## config.mk

```make
export PLATFORM = sky130hd
export DESIGN_NAME = fetch_pc_unit_flat
export DESIGN_NICKNAME = d
export VERILOG_FILES = /design/src/rtl/fetch_pc_unit_if.sv /design/src/rtl/fetch_pc_unit.sv /design/src/flat_wrapper.sv
export SDC_FILE = /design/constraint.sdc
export NUM_CORES = 1
export LEC_CHECK = 0
export CAP_MARGIN = 20
export CORE_ASPECT_RATIO = 0.7
export CORE_UTILIZATION = 25
export CTS_CLUSTER_SIZE = 8
export DETAILED_ROUTE_END_ITERATION = 16
export PLACE_DENSITY = 0.47
export REMOVE_ABC_BUFFERS = 1
export SYNTH_ARGS = -nofsm -noshare
export SYNTH_HDL_FRONTEND = slang
export SYNTH_SLANG_ARGS = --single-unit
export TNS_END_PERCENT = 5
```

## constraint.sdc

```tcl
create_clock -name clock -period 3.66 [get_ports clock]
set_input_delay 0.732 -clock clock [delete_from_list [all_inputs] [get_ports clock]]
set_output_delay 0.732 -clock clock [all_outputs]
set_load 0.005 [all_outputs]
```

## src/rtl/fetch_pc_unit_if.sv

```systemverilog
// Fetch-stage bus: instruction-memory read port, IF/ID valid/ready output,
// redirect request from EX and the halted status flag.
interface fetch_pc_unit_if;
  logic [31:0] pc_out;
  logic [31:0] instr_in;
  logic        out_valid;
  logic        out_ready;
  logic [31:0] out_pc;
  logic [31:0] out_pc_plus4;
  logic [31:0] out_instr;
  logic        redirect_valid;
  logic [31:0] redirect_target;
  logic        halted;

  modport master (
    output pc_out,
    input  instr_in,
    output out_valid,
    input  out_ready,
    output out_pc,
    output out_pc_plus4,
    output out_instr,
    input  redirect_valid,
    input  redirect_target,
    output halted
  );

  modport slave (
    input  pc_out,
    output instr_in,
    input  out_valid,
    output out_ready,
    input  out_pc,
    input  out_pc_plus4,
    input  out_instr,
    output redirect_valid,
    output redirect_target,
    input  halted
  );
endinterface

```

## src/rtl/fetch_pc_unit.sv

```systemverilog
// Instruction-fetch front end: owns the PC, captures {PC, instruction} into a
// valid/ready IF/ID register, and handles stall, redirect/flush and HALT.
module fetch_pc_unit #(
  parameter logic [31:0] RESET_PC   = 32'h0000_0000,
  parameter int unsigned MEM_DEPTH  = 256,
  parameter logic [31:0] HALT_INSTR = 32'hFFFF_FFFF
) (
  input  logic            clock,
  input  logic            reset,
  fetch_pc_unit_if.master bus
);

  localparam logic [31:0] PC_SPAN       = MEM_DEPTH * 4;
  localparam logic [31:0] RESET_PC_WRAP = RESET_PC % PC_SPAN;

  typedef enum logic [1:0] {
    ST_RUN,
    ST_DRAIN,
    ST_HALTED
  } state_e;

  state_e      state_q, state_d;
  logic [31:0] pc_q, pc_d;
  logic        valid_q, valid_d;
  logic [31:0] out_pc_q, out_pc_d;
  logic [31:0] plus4_q, plus4_d;
  logic [31:0] instr_q, instr_d;
  logic        halted_q, halted_d;

  logic [31:0] pc_inc;
  logic [31:0] next_pc;
  logic [31:0] redirect_aligned;
  logic [31:0] redirect_pc;
  logic        slot_free;
  logic        transfer;

  // pc_q is always kept below PC_SPAN, so one conditional subtract wraps it.
  always_comb begin
    pc_inc           = pc_q + 32'd4;
    next_pc          = (pc_inc >= PC_SPAN) ? (pc_inc - PC_SPAN) : pc_inc;
    redirect_aligned = bus.redirect_target & ~32'd3;
    redirect_pc      = redirect_aligned % PC_SPAN;
    slot_free        = !valid_q || bus.out_ready;
    transfer         = valid_q && bus.out_ready;
  end

  always_comb begin
    state_d  = state_q;
    pc_d     = pc_q;
    valid_d  = valid_q;
    out_pc_d = out_pc_q;
    plus4_d  = plus4_q;
    instr_d  = instr_q;
    halted_d = halted_q;

    if (bus.redirect_valid) begin
      pc_d     = redirect_pc;
      valid_d  = 1'b0;
      state_d  = ST_RUN;
      halted_d = 1'b0;
    end else begin
      case (state_q)
        ST_RUN: begin
          if (slot_free) begin
            out_pc_d = pc_q;
            instr_d  = bus.instr_in;
            plus4_d  = next_pc;
            valid_d  = 1'b1;
            pc_d     = next_pc;
            if (bus.instr_in == HALT_INSTR) begin
              state_d = ST_DRAIN;
            end
          end
        end
        ST_DRAIN: begin
          if (transfer) begin
            valid_d  = 1'b0;
            state_d  = ST_HALTED;
            halted_d = 1'b1;
          end
        end
        ST_HALTED: begin
          valid_d  = 1'b0;
          halted_d = 1'b1;
        end
        default: begin
          state_d = ST_RUN;
        end
      endcase
    end
  end

  always_ff @(posedge clock) begin
    if (reset) begin
      state_q  <= ST_RUN;
      pc_q     <= RESET_PC_WRAP;
      valid_q  <= 1'b0;
      out_pc_q <= 32'd0;
      plus4_q  <= 32'd0;
      instr_q  <= 32'd0;
      halted_q <= 1'b0;
    end else begin
      state_q  <= state_d;
      pc_q     <= pc_d;
      valid_q  <= valid_d;
      out_pc_q <= out_pc_d;
      plus4_q  <= plus4_d;
      instr_q  <= instr_d;
      halted_q <= halted_d;
    end
  end

  assign bus.pc_out       = pc_q;
  assign bus.out_valid    = valid_q;
  assign bus.out_pc       = out_pc_q;
  assign bus.out_pc_plus4 = plus4_q;
  assign bus.out_instr    = instr_q;
  assign bus.halted       = halted_q;

endmodule

```

## src/flat_wrapper.sv

```systemverilog
// flat-port wrapper written by rule: the top's interface ports become plain ports
module fetch_pc_unit_flat 
#(
  parameter logic [31:0] RESET_PC   = 32'h0000_0000,
  parameter int unsigned MEM_DEPTH  = 256,
  parameter logic [31:0] HALT_INSTR = 32'hFFFF_FFFF
)
  (clock, reset, bus_pc_out, bus_instr_in, bus_out_valid, bus_out_ready, bus_out_pc, bus_out_pc_plus4, bus_out_instr, bus_redirect_valid, bus_redirect_target, bus_halted);
  fetch_pc_unit_if bus_i ();
  input  logic clock;
  input  logic reset;
  output wire logic [$bits(bus_i.pc_out)-1:0] bus_pc_out;
  input wire logic [$bits(bus_i.instr_in)-1:0] bus_instr_in;
  output wire logic [$bits(bus_i.out_valid)-1:0] bus_out_valid;
  input wire logic [$bits(bus_i.out_ready)-1:0] bus_out_ready;
  output wire logic [$bits(bus_i.out_pc)-1:0] bus_out_pc;
  output wire logic [$bits(bus_i.out_pc_plus4)-1:0] bus_out_pc_plus4;
  output wire logic [$bits(bus_i.out_instr)-1:0] bus_out_instr;
  input wire logic [$bits(bus_i.redirect_valid)-1:0] bus_redirect_valid;
  input wire logic [$bits(bus_i.redirect_target)-1:0] bus_redirect_target;
  output wire logic [$bits(bus_i.halted)-1:0] bus_halted;
  assign bus_pc_out = bus_i.pc_out;
  assign bus_i.instr_in = bus_instr_in;
  assign bus_out_valid = bus_i.out_valid;
  assign bus_i.out_ready = bus_out_ready;
  assign bus_out_pc = bus_i.out_pc;
  assign bus_out_pc_plus4 = bus_i.out_pc_plus4;
  assign bus_out_instr = bus_i.out_instr;
  assign bus_i.redirect_valid = bus_redirect_valid;
  assign bus_i.redirect_target = bus_redirect_target;
  assign bus_halted = bus_i.halted;
  fetch_pc_unit #(.RESET_PC(RESET_PC), .MEM_DEPTH(MEM_DEPTH), .HALT_INSTR(HALT_INSTR)) u_core (.clock(clock), .reset(reset), .bus(bus_i));
endmodule
```

==> results.json, run 1 <==
{
  "placed_area_sq_um": 8852,
  "path_max_fanout": 5,
  "finalHoldViolations": 0,
  "multi_input_area_sq_um": 3649,
  "cts_sinks": 126,
  "setup-violations-final": 0,
  "dp_cells": 1338,
  "period_needed_ps": 3478,
  "top_layer": "met4",
  "max_freq_ghz": 0.2875,
  "die_height_um": 136.3,
  "final_cell_area_sq_um": 9515,
  "cts_root_buf": "clkbuf_16",
  "rsz0062_at_grt": "yes",
  "r2r_start": "u_core.bus.pc_out[2]",
  "syn-instance-count": 832,
  "hold_start": "u_core.bus.out_instr[1]",
  "slew_headroom_pct": 51.16,
  "post-route-drc-count": 0,
  "peakVddDrop_v": 0.0003798,
  "r2r_end": "u_core.bus.pc_out[25]",
  "cp_slowest_cell": "or4_1",
  "dr.pass1.iters": 5,
  "synth_edf_count": 0,
  "worst_setup_path_start_kind": "flip-flop",
  "synth_area_leaders": "dfxtp_1 39%, nand2_1 10%, a21oi_1 6.8%",
  "yosys_warnings": 0,
  "nets": 1109,
  "reg2regPathDepth": 11,
  "end_kind": "flip-flop",
  "clk_pin_slew_worst_paths_ps": 60,
  "syn2layout_area_growth_pct": 47.67,
  "cts_buffer_depth": 2,
  "fin_util_pct": 38.09,
  "grt_pass1_wl_um": 37430,
  "whs_path_depth": 2,
  "antenna_found_initial": 0,
  "ant_nets": 0,
  "rrSetupSlack_ps": 180,
  "core_sq_um": 24980,
  "finalWorstSetupSlack_ps": 181.6,
  "ys_ff_latch": 126,
  "hold_class": "flip-flop to flip-flop",
  "fin_hold_ws_ps": 451.0,
  "cp.arrival_ps": 3850,
  "cts_made_buffers": 17,
  "drive_gt1_share_pct": 13.68,
  "wl_per_cell_um": 17.37,
  "clkLatencyLatePin_ps": 430,
  "wirelength_um": 23800,
  "dp_hpwl_um": 17230,
  "yosys.area.top_type": "dfxtp_1",
  "met1_length_um": 12600,
  "fillers": 2597,
  "numPortBuffers": 167,
  "worstMarginPinSlew_ps": 731.7,
  "die_w_um": 193.9,
  "start_util_pct": 25.79,
  "die_area_sq_um": 26430,
  "synth_top_flop_cell": "dfxtp_1",
  "pin_count": 198,
  "crit_chain": "ha_1 > and3_2 > buf_4 > a311oi_1 > a31o_2 > o21ai_2 > or4_1 > or2_4 > or4_4 > a2111o_1 > o21ai_1",
  "place_ws_ps": 118.6,
  "yosys.cell_types.count": 66,
  "drtIter0Drc": 331,
  "tns_ps": 0,
  "wl_met2_um": 9421,
  "routabilityCongestion": 0.9217,
  "critPathMaxStageDelay_ps": 570,
  "cap_violations": 0,
  "fin_cells": 1370,
  "criticalPathCategory": "flip-flop to flip-flop",
  "cts_tree": "built",
  "grt_usage_pct": 18.32,
  "power_mw": 6.118,
  "avgSynthCellArea_sq_um": 7.745,
  "rows": 48,
  "grt_pass1_vias": 6319,
  "min_to": "u_core.bus.out_instr[1]",
  "grt.overflow.total": 0,
  "status": "finished clean",
  "holdBufCountCts": 0,
  "async_flop_share_pct": 0,
  "fin_crit_sh_pct": 95.04,
  "synthesis.area_sq_um": 6444,
  "slew_violations": 0,
  "vias": 6651,
  "power.density_nw_per_um2": 642.9,
  "n_antenna_cell": 0,
  "via_per_inst": 4.855,
  "required_ps": 4030,
  "ys_seq_area_share_pct": 39.15,
  "fin_skew_ps": 9.925,
  "area.sequential_sq_um": 2522,
  "grt_max_degree": 86,
  "synth_top_area_share_pct": 39.15,
  "wl_met3_um": 1506,
  "cts_max_level": 4,
  "p_leak_nw": 3.552
}
-- where the power goes --
group / internal (mW) / total (mW) / switching [mW]
combinational: 1.29 / 2.59 / 1.30
sequential: 1.57 / 1.74 / 0.171
clock: 1.13 / 1.79 / 0.657
-- worst max-delay path by stage --
stage	startpoint	endpoint	slack [ps]	cells past startpoint
final	u_core.bus.pc_out[2]	u_core.bus.pc_out[25]	180	11
after CTS	u_core.bus.pc_out[2]	u_core.bus.out_pc_plus4[12]	30	13
after floorplan	bus_out_ready	u_core.bus.out_pc_plus4[23]	-1030	5
after global placement	u_core.bus.pc_out[2]	u_core.bus.out_pc_plus4[12]	140	13
after detailed placement	u_core.bus.pc_out[2]	u_core.bus.out_pc_plus4[12]	120	13
after global routing	u_core.bus.pc_out[2]	u_core.bus.pc_out[11]	-30	14
-- worst max-delay path, delay by kind of cell (launching register included) --
kind                     cells  cell delay [ps]
flip-flops                   1              330
AO/OA/AOI/OAI                5             1070
AND/OR/NAND/NOR              4             1620
adder cells (fa/ha/maj)      1              240
buffers and inverters        1              170
-- cells in the final DEF, fill, tap and decap left out, types with 17 or more instances in the layout --
cell	netlist	layout
xnor2_1	21	20
a211oi_1	17	17
buf_4	10	80
nand4_1	19	19
a21oi_1	87	87
nor2_1	53	52
o21ai_0	20	19
clkbuf_16	0	17
nand2_1	173	173
clkdlybuf4s50_1	0	166
nand3_1	48	48
dfxtp_1	126	126
-- kinds of logic after synthesis --
logic type | after synthesis | synth area share (%)
XOR/XNOR | 38 | 5.379
flip-flops | 126 | 39.15
other | 1 | 0.05820
buffers and inverters | 80 | 5.650
adder cells (fa/ha/maj) | 8 | 1.553
AO/OA/AOI/OAI | 174 | 16.58
multiplexers | 10 | 1.553
AND/OR/NAND/NOR | 395 | 30.08
-- state kept, by name, indices dropped and copies added, names as in the netlist --
signal,flops
u_core.bus.pc_out,30
u_core.bus.out_valid,1
u_core.bus.halted,1
u_core.bus.out_instr,32
u_core.state_q,2
u_core.bus.out_pc_plus4,30
u_core.bus.out_pc,30
-- what timing repair did --
item,4_1_cts,5_1_grt
setup buffers,0,1
resized for setup,0,13
endpoints found under the setup margin,0,33
-- Yosys cell counts, drive strengths merged, types with 3 or more instances --
master and n:
and3 17, a31oi 6, ha 8, nor4 14
nand2b 4, nor2b 4, nand3 49, inv 9
a21oi 87, or2 8, buf 23, a311oi 5
o211ai 3, or4 5, xnor2 21, nor2 53
o31a 4, clkbuf 48, o21ai 25, o31ai 4
xor2 16, dfxtp 126, mux2i 10, nand2 173
nand4 21, and2 4, and4 7, a211oi 17
a2111oi 4, nor3 17, or3 12
-- cell type report --
class | instances | area share [%]
sequential | 126 | 26.51
multi-input combinational | 631 | 38.34
clock inverter | 12 | 1.775
timing repair buffer | 248 | 24.19
clock buffer | 19 | 4.550
tap | 325 | 4.274
inverter | 9 | 0.3550
-- per-layer routing --
metal	vias to the layer above	track usage [%]
met4	0	4.938
met1	3108	27.19
met2	195	25.25
met3	17	5.210
li1	3331	-
met5	-	0
Note: power is estimated with default switching activity, not from simulation.
==> inputs of run 2 (changes only) <==
- ABC_CLOCK_PERIOD_IN_PS: not set -> 3660
==> results of run 2 <==
The final DEF is identical to that of run 1; final timing and power are the same.
